## src/rtl/req_arbiter16.sv

```systemverilog
// req_arbiter16: 16-way fixed/round-robin arbiter with registered held grant and hold-limit timeout
// Ports: clk, rst (sync, active-high); rr_en selects round-robin (1) or fixed priority (0);
// req request vector where index k maps to req[N-1-k]; gnt one-hot grant with the same mapping;
// gnt_idx encoded owner index; gnt_valid high while a grant is held; timeout pulses on forced release.
module req_arbiter16 #(
  parameter int N        = 16,
  parameter int IDX_W    = $clog2(N),
  parameter int MAX_HOLD = 64,
  parameter int HOLD_W   = 7
) (
  input  logic             clk,
  input  logic             rst,
  input  logic             rr_en,
  input  logic [N-1:0]     req,
  output logic [N-1:0]     gnt,
  output logic [IDX_W-1:0] gnt_idx,
  output logic             gnt_valid,
  output logic             timeout
);
  typedef enum logic {IDLE, GRANT} state_t;
  localparam logic [HOLD_W-1:0] HMAX = MAX_HOLD != 0 ? HOLD_W'(MAX_HOLD) : '1;
  state_t state_q, state_d;
  logic [N-1:0] gnt_q, gnt_d, reqr;
  logic [IDX_W-1:0] idx_q, idx_d, ptr_q, ptr_d, start, pick;
  logic [HOLD_W-1:0] hold_q, hold_d;
  logic to_q, to_d, own, limit;
  always_comb begin
    for (int i = 0; i < N; i++) reqr[i] = req[N-1-i];
    start = rr_en ? ptr_q : '0;
    pick = '0;
    // descending scan so the requester closest after start wins
    for (int i = N - 1; i >= 0; i--)
      if (reqr[IDX_W'((int'(start) + i) % N)]) pick = IDX_W'((int'(start) + i) % N);
    own = reqr[idx_q];
    limit = MAX_HOLD != 0 && hold_q == HMAX;
    state_d = state_q;
    idx_d = idx_q;
    hold_d = hold_q;
    ptr_d = ptr_q;
    to_d = 1'b0;
    if (state_q == IDLE) begin
      if (|req) begin
        state_d = GRANT;
        idx_d = pick;
        hold_d = HOLD_W'(1);
      end
    end else if (!own || limit) begin
      state_d = IDLE;
      to_d = own;
      ptr_d = rr_en ? IDX_W'((int'(idx_q) + 1) % N) : ptr_q;
    end else begin
      hold_d = hold_q == HMAX ? hold_q : hold_q + 1'b1;
    end
    for (int i = 0; i < N; i++) gnt_d[N-1-i] = state_d == GRANT && idx_d == IDX_W'(i);
  end
  always_ff @(posedge clk) begin
    if (rst) begin
      state_q <= IDLE;
      gnt_q <= '0;
      idx_q <= '0;
      hold_q <= '0;
      ptr_q <= '0;
      to_q <= 1'b0;
    end else begin
      state_q <= state_d;
      gnt_q <= gnt_d;
      idx_q <= idx_d;
      hold_q <= hold_d;
      ptr_q <= ptr_d;
      to_q <= to_d;
    end
  end
  assign gnt = gnt_q;
  assign gnt_idx = idx_q;
  assign gnt_valid = |gnt_q;
  assign timeout = to_q;
endmodule

```

## config.mk

```make
export PLATFORM = sky130hd
export DESIGN_NAME = req_arbiter16
export DESIGN_NICKNAME = d
export VERILOG_FILES = /design/src/rtl/req_arbiter16.sv
export SDC_FILE = /design/constraint.sdc
export NUM_CORES = 1
export LEC_CHECK = 0
export CORE_ASPECT_RATIO = 1.1
export CORE_MARGIN = 1
export CORE_UTILIZATION = 33
export CTS_CLUSTER_SIZE = 28
export DETAILED_ROUTE_END_ITERATION = 6
export GPL_TIMING_DRIVEN = 1
export PLACE_DENSITY = 0.62
export SLEW_MARGIN = 25
export SYNTH_ARGS = -nofsm -noshare
export SYNTH_HDL_FRONTEND = slang
export SYNTH_SLANG_ARGS = --single-unit
```

## constraint.sdc

```tcl
create_clock -name clk -period 9.9 [get_ports clk]
set_input_delay 0.99 -clock clk [delete_from_list [all_inputs] [get_ports clk]]
set_output_delay 0.99 -clock clk [all_outputs]
set_load 0.1 [all_outputs]
```

==> results of run 1 <==
-- placed cells by master (no fill, tap or decap), types with 7 or more instances in the layout --
| cell type | n |
|---|---|
| a211o_1 | 7 |
| a211oi_1 | 15 |
| a21oi_1 | 38 |
| and2_1 | 14 |
| buf_4 | 7 |
| clkdlybuf4s50_1 | 39 |
| dfxtp_1 | 33 |
| inv_1 | 12 |
| mux2_2 | 11 |
| mux2i_1 | 56 |
| mux4_2 | 19 |
| nand2_1 | 34 |
| nand3_1 | 21 |
| nand3b_1 | 10 |
| nor2_1 | 66 |
| nor3_1 | 21 |
| nor4_1 | 22 |
| o211ai_1 | 24 |
| o21ai_0 | 15 |
| o22ai_1 | 8 |
| xnor2_1 | 8 |
-- through the flow --
step / instances / total power, uW / cell area (um2)
2_1_floorplan: 653 / 461.8 / 5135
6_report: 838 / 715.9 / 5639
5_1_grt: 838 / 749.9 / 5639
3_3_place_gp: 830 / 556.3 / 5497
4_1_cts: 838 / 710.1 / 5639
3_5_place_dp: 830 / 559.8 / 5497
-- logic make-up after synthesis --
family / count (synthesis) / share of synthesized area, %
AND/OR/NAND/NOR: 239 / 24.49
buffers and inverters: 81 / 7.553
flip-flops: 33 / 12.87
multiplexers: 87 / 22.10
XOR/XNOR: 17 / 3.704
adder cells (fa/ha/maj): 4 / 0.9747
AO/OA/AOI/OAI: 192 / 28.31
-- tightest hold or removal path, cell delays in order, from the launching register on --
cell and delay (ns):
dfxtp_1 0.35, xor2_1 0.07, nor2_1 0.07
-- report_power, final --
part | total (uW) | leakage [uW] | internal (uW) | switching (uW)
clock | 147 | 0.0000696 | 91.9 | 55.1
combinational | 420 | 0.00159 | 144 | 276
sequential | 149 | 0.000268 | 140 | 9.09
total | 716 | 0.00193 | 376 | 340
-- cell type report --
type | instances | area (um2)
clock inverters | 3 | 17.52
clock buffers | 5 | 125.1
fillers | 1581 | 9474
multi-input cells | 539 | 4086
flip-flops and latches | 33 | 660.6
repair buffers | 47 | 447.9
inverters | 15 | 56.30
well taps | 196 | 245.2
-- metal layers --
metal / GRT usage, % / up-vias / part of all wire [%]
met4: 10.22 / 0 / 3.2
met1: 33.99 / 2763 / 42
met3: 4.440 / 69 / 9.1
met5: 0 / - / 0
li1: - / 2499 / -
met2: 40.57 / 343 / 46
-- worst min path at each step --
stage | endpoint | slack, ns | cells after the start
after detailed placement | hold_q[5] | 0.53 | 2
final | hold_q[5] | 0.53 | 2
after global placement | hold_q[6] | 0.49 | 2
after CTS | hold_q[5] | 0.54 | 2
after global routing | hold_q[0] | 0.57 | 2
after floorplan | hold_q[6] | 0.48 | 2
-- flip-flops by register name, indices dropped and copies added, names as in the netlist --
signal / count
hold_q: 7
gnt: 16
gnt_idx: 4
timeout: 1
ptr_q: 4
state_q: 1
==> qor.txt, run 1 <==
status: complete, no violations
sequential area share after synthesis: 12.87%
Power Dens Cells: 126.9 nW/um2
Yosys top cell area share: 12.87%
Max Clk Rate: 0.1685 GHz
Post-synth EDFFs: 0
CP Cell Sequence: buf_2 > and2_1 > buf_4 > inv_1 > ha_1 > xnor2_1 > buf_4 > mux4_2 > mux2i_1 > o211ai_1 > a311o_1 > a211o_1 > a21o_1 > a311o_4 > nor3_1
Die H: 132.8 um
Worst-path clk slew: 0.05 ns
Reg2Reg Depth: 15
grt ovf: 0
post-synth net total: 676
DR DRC count: 0
largest net degree at the start of global routing: 53
area growth from synthesis to layout: 9.820%
Min-Delay Startpoint: hold_q[5]
Die ar.: 16060 um2
Worst Setup EP: gnt[14]
Layout Utilization: 37.31%
area leader, netlist: dfxtp_1
Worst Max-Slew Pin Slew: 1.002 ns
Max Clock Skew: 0.002553 ns
CP endpoint kind: register
Final Hold Fails: 0
RSZ-0062 raised after global routing: false
top cells by count, synth: 66 x nor2_1, 56 x mux2i_1, 38 x a21oi_1
Top delay family on crit path: buffers and inverters
Worst Hold Class: reg -> reg
CTS max path bufs: 2
Detail Route Antenna Nets: 0
GP Congestion: 0.9863
required time of the critical path: 10.08 ns
hpwl dp: 14.39 mm
Hold WS: 0.5290 ns
initial core utilization: 33.98%
setup TNS: 0 ns
antenna violations before repair: 0
PostCTS Resize Cnt: 0
synth warn: 0
flop and latch count out of synthesis: 33
Worst slew margin: 32.50%
arrival time worst endpoint: 6.12 ns
Worst R2R Setup Slack: 4.18 ns
CP max FO: 35
Worst Setup SP: rr_en
Cell variety after synth: 93
post-CTS setup buffers: 0
clock tree from TritonCTS: built
LEAKAGE: 0.001931 uW
Peak VDD IR: 0.0001595 V
first-pass GRT wire length: 31.73 mm
FF-to-FF End: gnt[14]
global-route usage over all layers: 25.53%
Routed Wire Length: 20.71 mm
crit path time final: 5.936 ns
cell mode on critical path: buf_4
DRT iter0 DRCs: 808
IO buf count: 40
DRT Pass-1 Iters: 6
CTS buffer count: 5
Worst path depth: 15
Setup Slack @ Placement: 3.746 ns
Slew Viols, Final: 0
max cap viols: 0
Wirelength per Cell: 24.71 um
clk_lat worst skew: 0.28 ns
vias post-DR: 5674
worst setup path class: in -> reg
H-tree depth: 2
Reg-to-Reg Start: ptr_q[1]
prevailing post-synth register cell: dfxtp_1
FFs w/ async S/R, synth: 0%
slowest CP cell: ha_1
clk sink count: 33
# diodes: 0
Final setup viols: 0
final net count: 664
boundary pin count: 41
CTS Hold Bufs: 0
vias in the first global route: 5469
crit-path max cell delay: 0.61 ns
# rows: 47
CP Launch Type: primary input
most common cell in the netlist: nor2_1
Final period util: 59.96%
Die Wd: 120.9 um
Worst Path Buf+Inv: 4
CORE AREA: 15110 um2
Syn Std Cell Area: 5135 um2
share of layout cells above drive strength 1: 11.99%
synthesized instance count: 653
Vias per Instance: 6.771
Root Buffer: clkbuf_16
synthesized area per cell: 7.864 um2
Worst Slack Setup Final: 3.964 ns
top post-synthesis cells by area: dfxtp_1 13%, mux2i_1 11%, mux4_2 8.3%
Note: power is estimated with default switching activity, not from simulation.
==> run 2, diff against run 1 <==
--- a/config.mk
+++ b/config.mk
@@ -11,7 +11,7 @@
 export CTS_CLUSTER_SIZE = 28
 export DETAILED_ROUTE_END_ITERATION = 6
 export GPL_TIMING_DRIVEN = 1
-export PLACE_DENSITY = 0.62
+export PLACE_DENSITY = 0.64
 export SLEW_MARGIN = 25
 export SYNTH_ARGS = -nofsm -noshare
 export SYNTH_HDL_FRONTEND = slang
==> constraint.sdc (replaced) <==
create_clock -name clk -period 5.1 [get_ports clk]
set_input_delay 0.51 -clock clk [delete_from_list [all_inputs] [get_ports clk]]
set_output_delay 0.51 -clock clk [all_outputs]
set_load 0.1 [all_outputs]
==> qor.txt, run 2 (same netlist as run 1, synthesis figures left out) <==
CP Launch Type: register
arrival time worst endpoint: 4.65 ns
worst setup path class: reg -> reg
fill count: 1553
Worst-path clk slew: 0.05 ns
Worst slew margin: 34.35%
boundary pin count: 41
Peak VDD IR: 0.0003921 V
Die ar.: 16060 um2
initial core utilization: 33.98%
antenna violations before repair: 0
Power Dens Cells: 240.1 nW/um2
max cap viols: 0
Hold WS: 0.5361 ns
multi-input logic area: 4094 um2
DRT Pass-1 Iters: 5
area growth from synthesis to layout: 13.72%
Worst Max-Slew Pin Slew: 0.9817 ns
Max Clock Skew: 0.003092 ns
Routed Wire Length: 20.04 mm
hold depth: 2
largest net degree at the start of global routing: 53
Max Clk Rate: 0.2245 GHz
CP max FO: 14
status: complete, no violations
Detail Route Antenna Nets: 0
vias post-DR: 5692
Final period util: 87.35%
setup TNS: 0 ns
Wirelength per Cell: 23.20 um
placed cell area: 5693 um2
# diodes: 0
Die Wd: 120.9 um
Slew Viols, Final: 0
Die H: 132.8 um
required time of the critical path: 5.29 ns
PostCTS Resize Cnt: 0
LEAKAGE: 0.002065 uW
crit path time final: 4.455 ns
most common cell after layout, fill and taps aside: nor2_1
H-tree depth: 2
first-pass GRT wire length: 31.33 mm
Root Buffer: clkbuf_16
CTS buffer count: 5
final net count: 690
register area: 661.9 um2
vias in the first global route: 5496
clock tree from TritonCTS: built
Reg2Reg Depth: 11
global-route usage over all layers: 25.01%
clk sink count: 33
GP Congestion: 0.9928
most frequent cells in the layout: 66 x nor2_1, 56 x mux2i_1, 39 x clkdlybuf4s50_1
DRT iter0 DRCs: 608
CTS Hold Bufs: 0
DR DRC count: 0
grt ovf: 0
Vias per Instance: 6.588
clk_lat worst skew: 0.27 ns
Final setup viols: 0
RSZ-0062 raised after global routing: false
Largest register FFs: 16
hpwl dp: 14.59 mm
# rows: 47
Final Hold Fails: 0
post-CTS setup buffers: 0
CTS max path bufs: 2
CP endpoint kind: register
CORE AREA: 15110 um2
share of layout cells above drive strength 1: 15.57%
IO buf count: 40
Worst Hold Class: reg -> reg
final instance area: 5839 um2
run 2: cell types whose count changed in the layout (fill, tap and decap cells not counted), sizes merged:
cell and change:
clkbuf +1, clkinvlp -1, buf +26
run 2: final timing paths:
path / slack, ns / start / to
worst min register to register: 0.54 / hold_q[5] / hold_q[5]
worst max register to register: 0.65 / ptr_q[2] / gnt[14]
worst min-delay path: 0.54 / hold_q[5] / hold_q[5]
worst max-delay path: 0.65 / ptr_q[2] / gnt[14]
run 2: critical path, stage by stage, from the launching register on:
cell and delay, ns:
dfxtp_1 0.80, xor2_2 0.46, buf_4 0.26, mux2_2 0.34
a211oi_1 0.49, a22oi_1 0.28, and2_1 0.25, a311o_1 0.36
a211o_1 0.26, a21o_1 0.22, a311o_4 0.46, nor3_1 0.19
run 2: final cells by class:
type,instances,share of cell area [%]
repair buffers,73,11.01
flip-flops and latches,33,11.33
well taps,196,4.200
inverters,15,0.9642
clock buffers,6,2.207
clock inverters,2,0.1714
multi-input cells,539,70.11
run 2: power breakdown:
| group | switching [uW] | leakage [uW] | internal (uW) |
|---|---|---|---|
| Combinational | 523 | 0.00173 | 295 |
| Clock | 103 | 0.0000706 | 179 |
| Sequential | 29.7 | 0.000268 | 272 |
| Total | 656 | 0.00206 | 746 |
run 2: routing by layer:
metal	vias to the layer above	share of wire, %	GRT usage [%]
met2	385	44	38.13
met3	74	8.9	4.224
met4	0	4.8	13.24
met5	-	0	0
met1	2674	42	33.46
li1	2559	-	-
run 2: stage by stage:
stage | power (uW) | std cells | utilization (%) | worst slack [ns]
final | 1402 | 864 | 38.64 | 0.6450
after global routing | 1471 | 864 | 38.64 | 0.3799
after CTS | 1389 | 864 | 38.59 | 0.7091
after detailed placement | 1102 | 856 | 37.67 | 0.4445
after global placement | 1104 | 856 | 37.67 | 0.5309
after floorplan | 896.4 | 653 | - | 0.4823
==> run 3, diff against run 2 <==
--- a/config.mk
+++ b/config.mk
@@ -10,7 +10,6 @@
 export CORE_UTILIZATION = 33
 export CTS_CLUSTER_SIZE = 28
 export DETAILED_ROUTE_END_ITERATION = 6
-export GPL_TIMING_DRIVEN = 1
 export PLACE_DENSITY = 0.64
 export SLEW_MARGIN = 25
 export SYNTH_ARGS = -nofsm -noshare
==> results of run 3 <==
The final DEF is identical to that of run 2; final timing and power are the same.
